`config.mk`:
```
export PLATFORM = sky130hd
export DESIGN_NAME = instr_fetch
export DESIGN_NICKNAME = d
export VERILOG_FILES = /design/src/rtl/instr_fetch_pkg.sv /design/src/rtl/fetch_fifo.sv /design/src/rtl/instr_fetch.sv
export SDC_FILE = /design/constraint.sdc
export NUM_CORES = 1
export LEC_CHECK = 0
export CAP_MARGIN = 20
export CORE_UTILIZATION = 53
export DETAILED_ROUTE_END_ITERATION = 7
export PLACE_DENSITY = 0.88
export SLEW_MARGIN = 10
export SYNTH_ARGS = -nofsm -noshare
export SYNTH_HDL_FRONTEND = slang
export SYNTH_SLANG_ARGS = --single-unit
```
`constraint.sdc`:
```
create_clock -name clk_i -period 8.08 [get_ports clk_i]
set_clock_uncertainty 0.2 [all_clocks]
set_input_delay 0.808 -clock clk_i [delete_from_list [all_inputs] [get_ports clk_i]]
set_output_delay 0.808 -clock clk_i [all_outputs]
set_load 0.02 [all_outputs]
```
`src/rtl/instr_fetch_pkg.sv`:
```
// Shared core definitions for the instruction fetch unit: word width, boot address,
// fetch FSM encoding and the buffered entry layout.
package instr_fetch_pkg;

    localparam int WORD_WIDTH = 32;
    localparam logic [WORD_WIDTH-1:0] BOOT_ADDR_DEFAULT = 32'h0000_0080;

    typedef logic [1:0] fetch_state_t;
    localparam logic [1:0] ST_IDLE        = 2'd0;
    localparam logic [1:0] ST_WAIT_GNT    = 2'd1;
    localparam logic [1:0] ST_WAIT_RVALID = 2'd2;

    typedef struct packed {
        logic [WORD_WIDTH-1:0] addr;
        logic [WORD_WIDTH-1:0] data;
    } fetch_entry_t;

    function automatic logic [WORD_WIDTH-1:0] word_align(input logic [WORD_WIDTH-1:0] a);
        return a & ~WORD_WIDTH'(3);
    endfunction

endpackage

```
`src/rtl/fetch_fifo.sv`:
```
// Small register FIFO of {addr, data} fetch entries with flush; pointers carry an
// extra wrap bit so full and empty are distinguishable.
module fetch_fifo
    import instr_fetch_pkg::*;
#(
    parameter int DEPTH = 2
) (
    input  logic                     clk_i,
    input  logic                     rst_i,
    input  logic                     flush_i,
    input  logic                     push_i,
    input  fetch_entry_t             wdata_i,
    input  logic                     pop_i,
    output fetch_entry_t             rdata_o,
    output logic                     full_o,
    output logic                     empty_o,
    output logic [$clog2(DEPTH):0]   count_o
);

    localparam int AW = $clog2(DEPTH);

    fetch_entry_t   mem_q [DEPTH];
    fetch_entry_t   mem_d [DEPTH];
    logic [AW:0]    wr_ptr_q, wr_ptr_d;
    logic [AW:0]    rd_ptr_q, rd_ptr_d;
    logic           do_push;
    logic           do_pop;

    assign empty_o = (wr_ptr_q == rd_ptr_q);
    assign full_o  = (wr_ptr_q[AW] != rd_ptr_q[AW]) && (wr_ptr_q[AW-1:0] == rd_ptr_q[AW-1:0]);
    assign count_o = wr_ptr_q - rd_ptr_q;
    assign rdata_o = mem_q[rd_ptr_q[AW-1:0]];

    always_comb begin
        mem_d    = mem_q;
        wr_ptr_d = wr_ptr_q;
        rd_ptr_d = rd_ptr_q;
        do_pop   = pop_i && !empty_o;
        // A push into a full FIFO is only taken when the same-cycle pop frees the slot.
        do_push  = push_i && (!full_o || do_pop);
        if (flush_i) begin
            wr_ptr_d = '0;
            rd_ptr_d = '0;
        end else begin
            if (do_push) begin
                mem_d[wr_ptr_q[AW-1:0]] = wdata_i;
                wr_ptr_d = wr_ptr_q + (AW+1)'(1);
            end
            if (do_pop) begin
                rd_ptr_d = rd_ptr_q + (AW+1)'(1);
            end
        end
    end

    always_ff @(posedge clk_i or posedge rst_i) begin
        if (rst_i) begin
            wr_ptr_q <= '0;
            rd_ptr_q <= '0;
            for (int i = 0; i < DEPTH; i++) begin
                mem_q[i] <= '0;
            end
        end else begin
            wr_ptr_q <= wr_ptr_d;
            rd_ptr_q <= rd_ptr_d;
            mem_q    <= mem_d;
        end
    end

endmodule

```
`src/rtl/instr_fetch.sv`:
```
// Instruction fetch: single-outstanding memory requests feeding a small FIFO to the decoder.
// Define INSTR_FETCH_BYPASS_EN to present returning data to the decoder in the same cycle.
//
// state        | meaning
// ST_IDLE      | no request; waiting for FIFO space
// ST_WAIT_GNT  | request asserted, address held until grant
// ST_WAIT_RVALID | granted, waiting for read data (may be dropped after a branch)
module instr_fetch
    import instr_fetch_pkg::*;
#(
    parameter int                    FIFO_DEPTH = 2,
    parameter logic [WORD_WIDTH-1:0] BOOT_ADDR  = BOOT_ADDR_DEFAULT
) (
    input  logic                  clk_i,
    input  logic                  rst_i,
    output logic                  instr_req_o,
    output logic [WORD_WIDTH-1:0] instr_addr_o,
    input  logic                  instr_gnt_i,
    input  logic                  instr_rvalid_i,
    input  logic [WORD_WIDTH-1:0] instr_rdata_i,
    input  logic                  branch_i,
    input  logic [WORD_WIDTH-1:0] branch_addr_i,
    output logic [WORD_WIDTH-1:0] instr_o,
    output logic [WORD_WIDTH-1:0] pc_o,
    output logic                  instr_valid_o,
    input  logic                  instr_ready_i
);

    localparam int AW = $clog2(FIFO_DEPTH);
    localparam logic [AW:0] DEPTH_C = (AW+1)'(FIFO_DEPTH);

    fetch_state_t          state_q, state_d;
    logic [WORD_WIDTH-1:0] fetch_addr_q, fetch_addr_d;
    logic [WORD_WIDTH-1:0] req_addr_q, req_addr_d;
    logic                  drop_q, drop_d;

    fetch_entry_t          fifo_head;
    fetch_entry_t          out_entry;
    logic                  fifo_full;
    logic                  fifo_empty;
    logic [AW:0]           fifo_count;
    logic [AW:0]           fill_after;
    logic                  space_after;
    logic                  rvalid_keep;
    logic                  push;
    logic                  pop;

    // Returning word is kept only if no branch has invalidated it.
    assign rvalid_keep = instr_rvalid_i && (state_q == ST_WAIT_RVALID) && !drop_q && !branch_i;

`ifdef INSTR_FETCH_BYPASS_EN
    logic bypass_hit;
    assign bypass_hit    = fifo_empty && rvalid_keep;
    assign instr_valid_o = !fifo_empty || bypass_hit;
    assign out_entry     = bypass_hit ? '{addr: req_addr_q, data: instr_rdata_i} : fifo_head;
    assign push          = rvalid_keep && !(bypass_hit && instr_ready_i);
`else
    assign instr_valid_o = !fifo_empty;
    assign out_entry     = fifo_head;
    assign push          = rvalid_keep;
`endif

    assign pop          = !fifo_empty && instr_ready_i;
    assign instr_o      = instr_valid_o ? out_entry.data : '0;
    assign pc_o         = instr_valid_o ? out_entry.addr : '0;
    assign instr_req_o  = (state_q == ST_WAIT_GNT);
    assign instr_addr_o = fetch_addr_q;

    assign fill_after  = fifo_count + {{AW{1'b0}}, push} - {{AW{1'b0}}, pop};
    assign space_after = (fill_after < DEPTH_C);

    fetch_fifo #(.DEPTH(FIFO_DEPTH)) u_fifo (
        .clk_i   (clk_i),
        .rst_i   (rst_i),
        .flush_i (branch_i),
        .push_i  (push),
        .wdata_i ('{addr: req_addr_q, data: instr_rdata_i}),
        .pop_i   (pop),
        .rdata_o (fifo_head),
        .full_o  (fifo_full),
        .empty_o (fifo_empty),
        .count_o (fifo_count)
    );

    always_comb begin
        state_d      = state_q;
        fetch_addr_d = fetch_addr_q;
        req_addr_d   = req_addr_q;
        drop_d       = drop_q;
        case (state_q)
            ST_IDLE: begin
                if (branch_i) begin
                    fetch_addr_d = word_align(branch_addr_i);
                    state_d      = ST_WAIT_GNT;
                end else if (!fifo_full) begin
                    state_d = ST_WAIT_GNT;
                end
            end
            ST_WAIT_GNT: begin
                if (instr_gnt_i) begin
                    req_addr_d = fetch_addr_q;
                    state_d    = ST_WAIT_RVALID;
                    // A branch in the grant cycle still lets this request complete, but its data is stale.
                    if (branch_i) begin
                        fetch_addr_d = word_align(branch_addr_i);
                        drop_d       = 1'b1;
                    end else begin
                        fetch_addr_d = fetch_addr_q + WORD_WIDTH'(4);
                    end
                end else if (branch_i) begin
                    fetch_addr_d = word_align(branch_addr_i);
                    state_d      = ST_IDLE;
                end
            end
            ST_WAIT_RVALID: begin
                if (instr_rvalid_i) begin
                    drop_d  = 1'b0;
                    state_d = (branch_i || space_after) ? ST_WAIT_GNT : ST_IDLE;
                    if (branch_i) begin
                        fetch_addr_d = word_align(branch_addr_i);
                    end
                end else if (branch_i) begin
                    fetch_addr_d = word_align(branch_addr_i);
                    drop_d       = 1'b1;
                end
            end
            default: state_d = ST_IDLE;
        endcase
    end

    always_ff @(posedge clk_i or posedge rst_i) begin
        if (rst_i) begin
            state_q      <= ST_IDLE;
            fetch_addr_q <= BOOT_ADDR;
            req_addr_q   <= '0;
            drop_q       <= 1'b0;
        end else begin
            state_q      <= state_d;
            fetch_addr_q <= fetch_addr_d;
            req_addr_q   <= req_addr_d;
            drop_q       <= drop_d;
        end
    end

endmodule

```
==> out/results.txt, run 1 <==
By area the synthesized netlist is led by dfrtp_1, mux2_2, mux2i_1. The run finished with clean final reports. The global-route wire length before repair is 36,100 µm, and the global placement routability congestion is 0.912. The critical path in this run is classified as reg -> out. The run gives 2 as the deepest clock path buffer count. STA classifies the critical path endpoint as an output port.

The total overflow left after global routing is 0. The number of cells on the worst reg-to-reg path works out to 11. Relative to the synthesized area, the layout overhead comes to 25.0%. The cell internal power dissipation was 2.21 mW; the share of the synthesized area in the top cell type was 0.513. Summed over all nets, the switching power comes to 1.13 mW. Among cell families on the critical path, the largest total delay comes from buffers and inverters. Number of buffers inserted to repair setup after CTS: 0.

The total vias in the final route was 7,047. Clock-pin slew was measured on the worst setup and hold paths at 0.07 ns. For the final routed database, the setup TNS stands at 0 ns. Together, buffers and inverters on the worst path number 2.

The slowest stage of the critical path belongs to the cell dfrtp_4. The tools report the data required time of the critical path as 7.07 ns. The largest incremental delay on the critical path works out to 0.80 ns.

The number of antenna diodes in the final layout is 0. The number of levels the H-tree was split into was 4; the fraction of power spent switching nets was 0.338. Counting flops with a built-in enable in the synthesized netlist gives 0. Portion of the post-synthesis area used by sequential elements: 0.516. The worst relative slew slack is 0.388. The fraction of synthesis flops using an asynchronous set or reset pin was 1.00; the count of maximum capacitance violations was 0. The first routing iteration left 573 violations.

The slew at the pin closest to its max-slew limit works out to 0.918 ns. The number of warnings printed during yosys synthesis was 0. The count of mapped cells out of synthesis is 845. The worst register-to-register path ends at state_q[0]. The tools report the launching element type of the critical path as a flip-flop. The tools report the reg-to-reg critical path startpoint as u_fifo.rd_ptr_q[0].

Clock tree synthesis found a total of 199 sinks. The run gives 9650 µm² as the mapped cell area. The tools report the root buffer cell as clkbuf_16. For the die footprint, the log shows 18,700 µm². The number of max-slew violations in the final report came out at 0. The cell area power density came out at 277 nW/µm². The core region is 17,500 µm².

The initial antenna violation count is 0, and the post-synthesis area per instance is 11.4 µm². Synthesis produced a netlist with a net count of 917. The count of buffers added on input and output ports is 165. The number of gates resized after CTS was 0.

From bottom edge to top edge, the die measures 137 µm. The most frequent cell after synthesis is dfrtp_1. For the global-route usage over all layers, the log shows 0.249. The logs give 0.688 for the final core area utilization and 7,114 for the number of global-route vias before repair.

In this run the core area contains 48 standard-cell rows. In this run the register-to-register setup slack is 4.26 ns. The top cell type by total area after synthesis is dfrtp_1. TritonCTS built the clock tree. The logs give 0 for the DRC violations left and 0 for the hold-fix buffer count after cts.

The min-delay analysis places its worst path in the category reg -> reg. The clock share of power is 0.273, and the initial core utilization is 0.550. For the insertion delay of the later-clocked pin in the worst-skew pair, the log shows 0.43 ns. The number of top-level pins was 168; the total of flip-flops plus latches after synthesis was 199. On the final layout, the worst hold slack is 0.306 ns.

The tools report the count of fill cells added during filler insertion as 1,239. Part of the cycle the worst path needs: 0.487. After detailed routing, the average wire length per cell comes to 18.3 µm.

From left edge to right edge, the die measures 137 µm. The signal on the critical path passes through buf_4 > mux2i_1 > nor2_1 > clkdlybuf4s50_1. The netlist uses 54 different library cells. Following the worst setup path forward leads to its endpoint at pc_o[19].

For the finished layout, the period the worst path requires is 3.94 ns. The critical path depth is 4. For this design the static power due to leakage is 5.37 nW. VDD sags by at most 0.159 mV. Setup repair after global routing left no endpoint under its margin. For the maximum number of pins on one net before global-route repair, the log shows 127. The number of failing hold endpoints at the final stage is 0, and the fraction of power consumed by sequential logic is 0.457.

The run gives 1,058 as the final-stage net count. The setup-violating endpoint count in the final report was 0. The part of the power in combinational logic came out at 0.269. Tracing the worst setup path back leads to its startpoint at u_fifo.rd_ptr_q[0]. STA puts the critical path data arrival time at 2.93 ns. For the highest clock frequency the design can meet, the log shows 254 MHz.

For this run, the leading register cell type out of synthesis is dfrtp_1. Sorting the synthesized cells by how often they occur yields dfrtp_1, nand2_1, nor2_1, mux2i_1, mux2_2. In this run the worst path has a maximum fanout of 40.

Detailed placement finished with a half-perimeter wire length of 14,600 µm. For this run, the detailed router's first-pass iteration total came to 4. The run gives 22,300 µm as the total detailed-routing wirelength. Using the TritonRoute via totals, the vias-per-cell ratio works out to 5.76. Number of antenna-violating nets in the routed design: 0. The ratio of cells with drive above 1 in the final layout is 0.181, and the clock buffer count from CTS is 17.
-- flip-flops by register name, summed over array words and instances (netlist names) --
| register | count |
|---|---|
| u_fifo.wr_ptr_q | 2 |
| u_fifo.mem_q | 128 |
| req_addr_q | 32 |
| instr_addr_o | 32 |
| u_fifo.rd_ptr_q | 2 |
| state_q | 2 |
| drop_q | 1 |
-- power groups by stage --
stage / Combinational, mW / Clock (mW) / Sequential, mW
floorplan: 0.566 / 0 / 1.50
global placement: 0.862 / 0 / 1.52
detailed placement: 0.894 / 0 / 1.54
CTS: 0.905 / 0.928 / 1.52
global route: 0.983 / 0.968 / 1.57
finish: 0.899 / 0.913 / 1.53
-- routing by layer --
layer  GRT usage  vias to the layer above  routed length [µm]
met5           0                        -                   0
met4      0.0733                        0                 307
met3      0.0656                       31                1650
met2       0.402                      289               10700
met1       0.331                     3470                9680
li1            -                     3257                   -
-- worst reg2reg max path: stages, from the launching register on --
cell,delay (ns)
dfrtp_4,0.80
xnor2_1,0.18
and2_2,0.15
buf_4,0.57
inv_1,0.17
and2_1,0.24
fa_1,0.47
nand2b_1,0.20
o22ai_1,0.17
a311oi_1,0.07
a2111oi_0,0.42
nor2_1,0.07
-- worst min path at each step --
| stage | start | end | slack, ns | cells after the start |
|---|---|---|---|---|
| 3_5_place_dp | req_addr_q[9] | req_addr_q[9] | 0.29 | 2 |
| 6_report | u_fifo.mem_q[66] | u_fifo.mem_q[66] | 0.31 | 1 |
| 3_3_place_gp | u_fifo.mem_q[103] | u_fifo.mem_q[103] | 0.27 | 1 |
| 2_1_floorplan | u_fifo.mem_q[101] | u_fifo.mem_q[101] | 0.26 | 1 |
| 4_1_cts | req_addr_q[9] | req_addr_q[9] | 0.31 | 2 |
| 5_1_grt | u_fifo.mem_q[48] | u_fifo.mem_q[48] | 0.32 | 1 |
-- metrics by stage --
stage / instances / power [mW] / instance area (µm²) / setup WS [ns]
floorplan: 845 / 2.07 / 9650 / 1.65
global placement: 1192 / 2.38 / 11400 / 4.31
detailed placement: 1192 / 2.43 / 11400 / 4.24
CTS: 1224 / 3.35 / 12100 / 4.10
global route: 1224 / 3.52 / 12100 / 3.97
finish: 1224 / 3.34 / 12100 / 4.14
-- placed cells by master (no fill, tap or decap), drive strengths merged, types with 7 or more instances in the layout --
| cell | netlist | final |
|---|---|---|
| nand2 | 120 | 120 |
| nor4 | 8 | 8 |
| buf | 28 | 11 |
| o21ai | 14 | 14 |
| inv | 8 | 15 |
| clkdlybuf4s50 | 0 | 165 |
| and2 | 7 | 7 |
| and3 | 10 | 10 |
| nand3 | 20 | 20 |
| clkbuf | 26 | 20 |
| a21oi | 17 | 17 |
| mux2i | 77 | 77 |
| o22ai | 13 | 13 |
| nor2 | 83 | 83 |
| dfrtp | 198 | 198 |
| nor3 | 17 | 17 |
| mux2 | 129 | 129 |
-- area by class of cell --
| class | instances | area (µm²) | area share |
|---|---|---|---|
| inverters | 8 | 37.5 | 0.00311 |
| multi-input cells | 584 | 4390 | 0.364 |
| well taps | 225 | 282 | 0.0233 |
| clock buffers | 20 | 457 | 0.0379 |
| clock inverters | 12 | 181 | 0.0150 |
| flip-flops and latches | 199 | 4980 | 0.413 |
| repair buffers | 176 | 1730 | 0.144 |
-- cells by family after synthesis --
group / after synthesis / share of synthesized area
xor+xnor: 7 / 0.00635
fa+ha+maj: 2 / 0.00337
compound gates: 77 / 0.0532
mux: 206 / 0.250
buf+inv: 62 / 0.0306
flops: 199 / 0.516
simple gates: 292 / 0.140
No activity file was read; power rests on OpenSTA's default activity.
==> run 2: changes to the inputs <==
--- a/config.mk
+++ b/config.mk
@@ -6,9 +6,9 @@
 export NUM_CORES = 1
 export LEC_CHECK = 0
 export CAP_MARGIN = 20
-export CORE_UTILIZATION = 53
+export CORE_UTILIZATION = 48
 export DETAILED_ROUTE_END_ITERATION = 7
-export PLACE_DENSITY = 0.88
+export PLACE_DENSITY = 0.84
 export SLEW_MARGIN = 10
 export SYNTH_ARGS = -nofsm -noshare
 export SYNTH_HDL_FRONTEND = slang
==> constraint.sdc (replaced) <==
create_clock -name clk_i -period 3.6 [get_ports clk_i]
set_clock_uncertainty 0.2 [all_clocks]
set_input_delay 0.36 -clock clk_i [delete_from_list [all_inputs] [get_ports clk_i]]
set_output_delay 0.36 -clock clk_i [all_outputs]
set_load 0.02 [all_outputs]
==> run 2 against run 1 <==
Via count is 0.53% higher. Count of clock-buffer cells in the layout is 1 lower. Register-to-register slack worse by 3.5 ns. Routed wire length is 0.21% higher. Utilization is 6.8 points lower. Sequential share of layout area is 0.29 points lower. Critical path depth is 1 higher. Power is 120% higher. Combinational power is 130% higher. Largest cell class unchanged. Highest routed layer unchanged.
==> out/results.txt, run 2 (same netlist as run 1, synthesis figures left out) <==
The flow ran to the end, and the final reports show no timing, DRC or antenna violations. Static timing analysis puts the maximum clock frequency at 321 MHz. Category of the most critical setup path: reg -> out. For the clock share of power, the log shows 0.253 (-0.020). The count of port buffers added during placement was 165 (unchanged); the number of buffers inserted to repair setup after CTS was 0 (unchanged). The data arrival time of the critical path was 2.55 ns (-0.38 ns). The count of maximum capacitance violations is 0 (unchanged).

The global route total overflow was 0 (unchanged); the leakage power summed over all cells was 5.38 nW (+0.12%). The number of failing hold endpoints at the final stage was 0 (unchanged); the number of flip-flops in the largest register was 128 (unchanged). The switching power came out at 2.59 mW (+130%). The global-route wire length before repair is 36,200 µm (+0.25%).

The deepest clock path buffer count was 2 (unchanged). The worst setup path is launched from a flip-flop. The tools report the DRC violations left as 0 (unchanged).

The worst register-to-register path ends at state_q[0]. The hold-fix buffer count after cts came out at 0 (unchanged). For the maximum number of pins on one net before global-route repair, the log shows 94 (-26%).

The data required time of the critical path is 3.04 ns (-4.03 ns), and the cell area power density is 606 nW/µm² (+120%). The number of max-slew violations in the final report is 0 (unchanged). The x dimension of the die came out at 144 µm (+5.0%). More flip-flops sit in one register than any other, and that register is u_fifo.mem_q.

Area growth from synthesis to layout: 25.9%. The routed wirelength normalized by instance count was 17.7 µm (-3.3%); the slew at the pin closest to its max-slew limit was 0.752 ns (-0.166 ns). The run gives 0.564 ns (-3.67 ns) as the worst slack after detailed placement.

The fraction of power consumed by sequential logic was 0.464 (+0.007). Mean number of vias per cell: 5.59 (-3.0%). Leading cell type in the layout, fill and taps excluded: dfrtp_1. The ratio of cells with drive above 1 in the final layout is 0.185 (+0.00426), and the global-route usage over all layers is 0.226 (-0.0239). The cell internal power dissipation was 4.78 mW (+120%); the setup total negative slack was 0 ns (unchanged). The worst relative slew slack came out at 0.498 (+0.110). The number of cells on the worst reg-to-reg path is 10 (-1), and the detailed-routing iteration count for the pre-antenna-repair pass is 6 (+2). The vertical die dimension was 144 µm (+5.0%); the number of gates resized after cts was 0 (unchanged). The total vias in the final route came out at 7,084 (+0.53%). The library cells used most frequently in the layout, excluding fill and tap cells, are dfrtp_1, clkdlybuf4s50_1, nand2_1.

The run gives 19,600 µm² (+12%) as the placeable core region. The number of levels the H-tree was split into is 4 (unchanged). The part of the cycle the worst path needs was 0.864. The final-stage net count came out at 1,062 (+0.38%). The logs give 415 (-28%) for the detailed router's first-iteration violation count and 51 (+6.3%) for the count of standard-cell rows.

The root buffer cell is clkbuf_16. Reg-to-reg critical path startpoint: u_fifo.rd_ptr_q[1]. The final antenna diode count was 0 (unchanged); the worst hold slack after final layout was 0.219 ns (-0.0867 ns).

The smallest setup slack after layout came out at 0.489 ns (-3.65 ns). The worst setup path is captured at an output port. The register clock-pin slew on the reported worst setup and hold paths is 0.07 ns (about the same), and the setup-violating endpoint count in the final report is 0 (unchanged). In this run the worst setup path begins at u_fifo.rd_ptr_q[1]. Initial core utilization: 0.493 (-0.0577). The tools report the insertion delay of the later-clocked pin in the worst-skew pair as 0.43 ns (about the same). The run gives 22,400 µm (+0.21%) as the total detailed-routing wirelength. Setup repair after global routing left no endpoint under its margin. For the die footprint, the log shows 20,700 µm² (+10%).

The path class of the tightest hold or removal check is in -> async. The number of top-level pins was 168 (unchanged). Counting I/O delays and the setup requirement, the final critical path takes 3.11 ns. The number of global-route vias before repair is 6,923 (-2.7%), and the placed wire-length estimate after detailed placement is 14,900 µm (+2.2%). The biggest fanout along the worst timing path came out at 64 (+60%). The final core area utilization came out at 0.620 (-0.0677). Total clock sinks: 199 (unchanged).

The part of the power in combinational logic was 0.283 (+0.014); the maximum vdd drop was 0.480 mV (+200%). The run gives 17 (unchanged) as the clock buffer count from CTS. Fraction of power spent switching nets: 0.351 (+0.0133). TritonCTS built the clock tree.

The logs give 0 (unchanged) for the number of antenna-violating nets in the routed design and 0 (unchanged) for the initial antenna violation count. The global placement routability congestion is 0.918 (+0.66%), and the worst reg-to-reg setup slack is 0.78 ns (-3.48 ns).
-- run 2: layout make-up --
type	instances	area, µm²
fill	1533	7440
sequential	199	4980
multi-input combinational	584	4390
timing repair buffer	180	1830
clock buffer	19	453
tap	265	332
clock inverter	13	133
inverter	8	33.8
-- run 2: power groups by stage --
stage | Clock [mW] | Combinational [mW] | Sequential, mW
final | 1.86 | 2.08 | 3.42
after global routing | 1.99 | 2.28 | 3.50
after CTS | 1.90 | 2.09 | 3.40
after detailed placement | 0 | 2.07 | 3.43
after global placement | 0 | 2.00 | 3.39
after floorplan | 0 | 1.27 | 3.37
-- run 2: metal layers --
layer	part of all wire	global-route usage	routed length, µm
met1	0.44	0.303	9880
met2	0.47	0.358	10500
met3	0.077	0.0550	1710
met4	0.016	0.0745	353
met5	0	0	0
-- run 2: worst max-delay path, stage by stage, from the launching register on --
cell and delay (ns):
dfrtp_1 0.42, xnor2_1 0.24, and2_2 0.19, buf_4 0.54, nor2_1 0.16, clkdlybuf4s50_1 0.57
-- run 2: worst max path at each step --
stage                              to  slack, ns  depth (start not counted)
after global placement     state_q[0]       0.62                         10
after global routing      instr_o[19]       0.27                          5
after floorplan                drop_q       0.47                          1
after CTS                 instr_o[13]       0.45                          5
after detailed placement   state_q[0]       0.56                         10
final                     instr_o[16]       0.49                          5
-- run 2: through the flow --
| stage | instances | total power, mW | instance area, µm² |
|---|---|---|---|
| 2_1_floorplan | 845 | 4.64 | 9650 |
| 4_1_cts | 1268 | 7.40 | 12100 |
| 3_5_place_dp | 1236 | 5.51 | 11600 |
| 5_1_grt | 1268 | 7.76 | 12100 |
| 6_report | 1268 | 7.37 | 12100 |
| 3_3_place_gp | 1236 | 5.39 | 11600 |
==> run 3: changes to the inputs <==
--- a/config.mk
+++ b/config.mk
@@ -8,6 +8,7 @@
 export CAP_MARGIN = 20
 export CORE_UTILIZATION = 48
 export DETAILED_ROUTE_END_ITERATION = 7
+export GPL_TIMING_DRIVEN = 1
 export PLACE_DENSITY = 0.84
 export SLEW_MARGIN = 10
 export SYNTH_ARGS = -nofsm -noshare
==> results of run 3 <==
The final DEF is identical to that of run 2; final timing and power are the same.
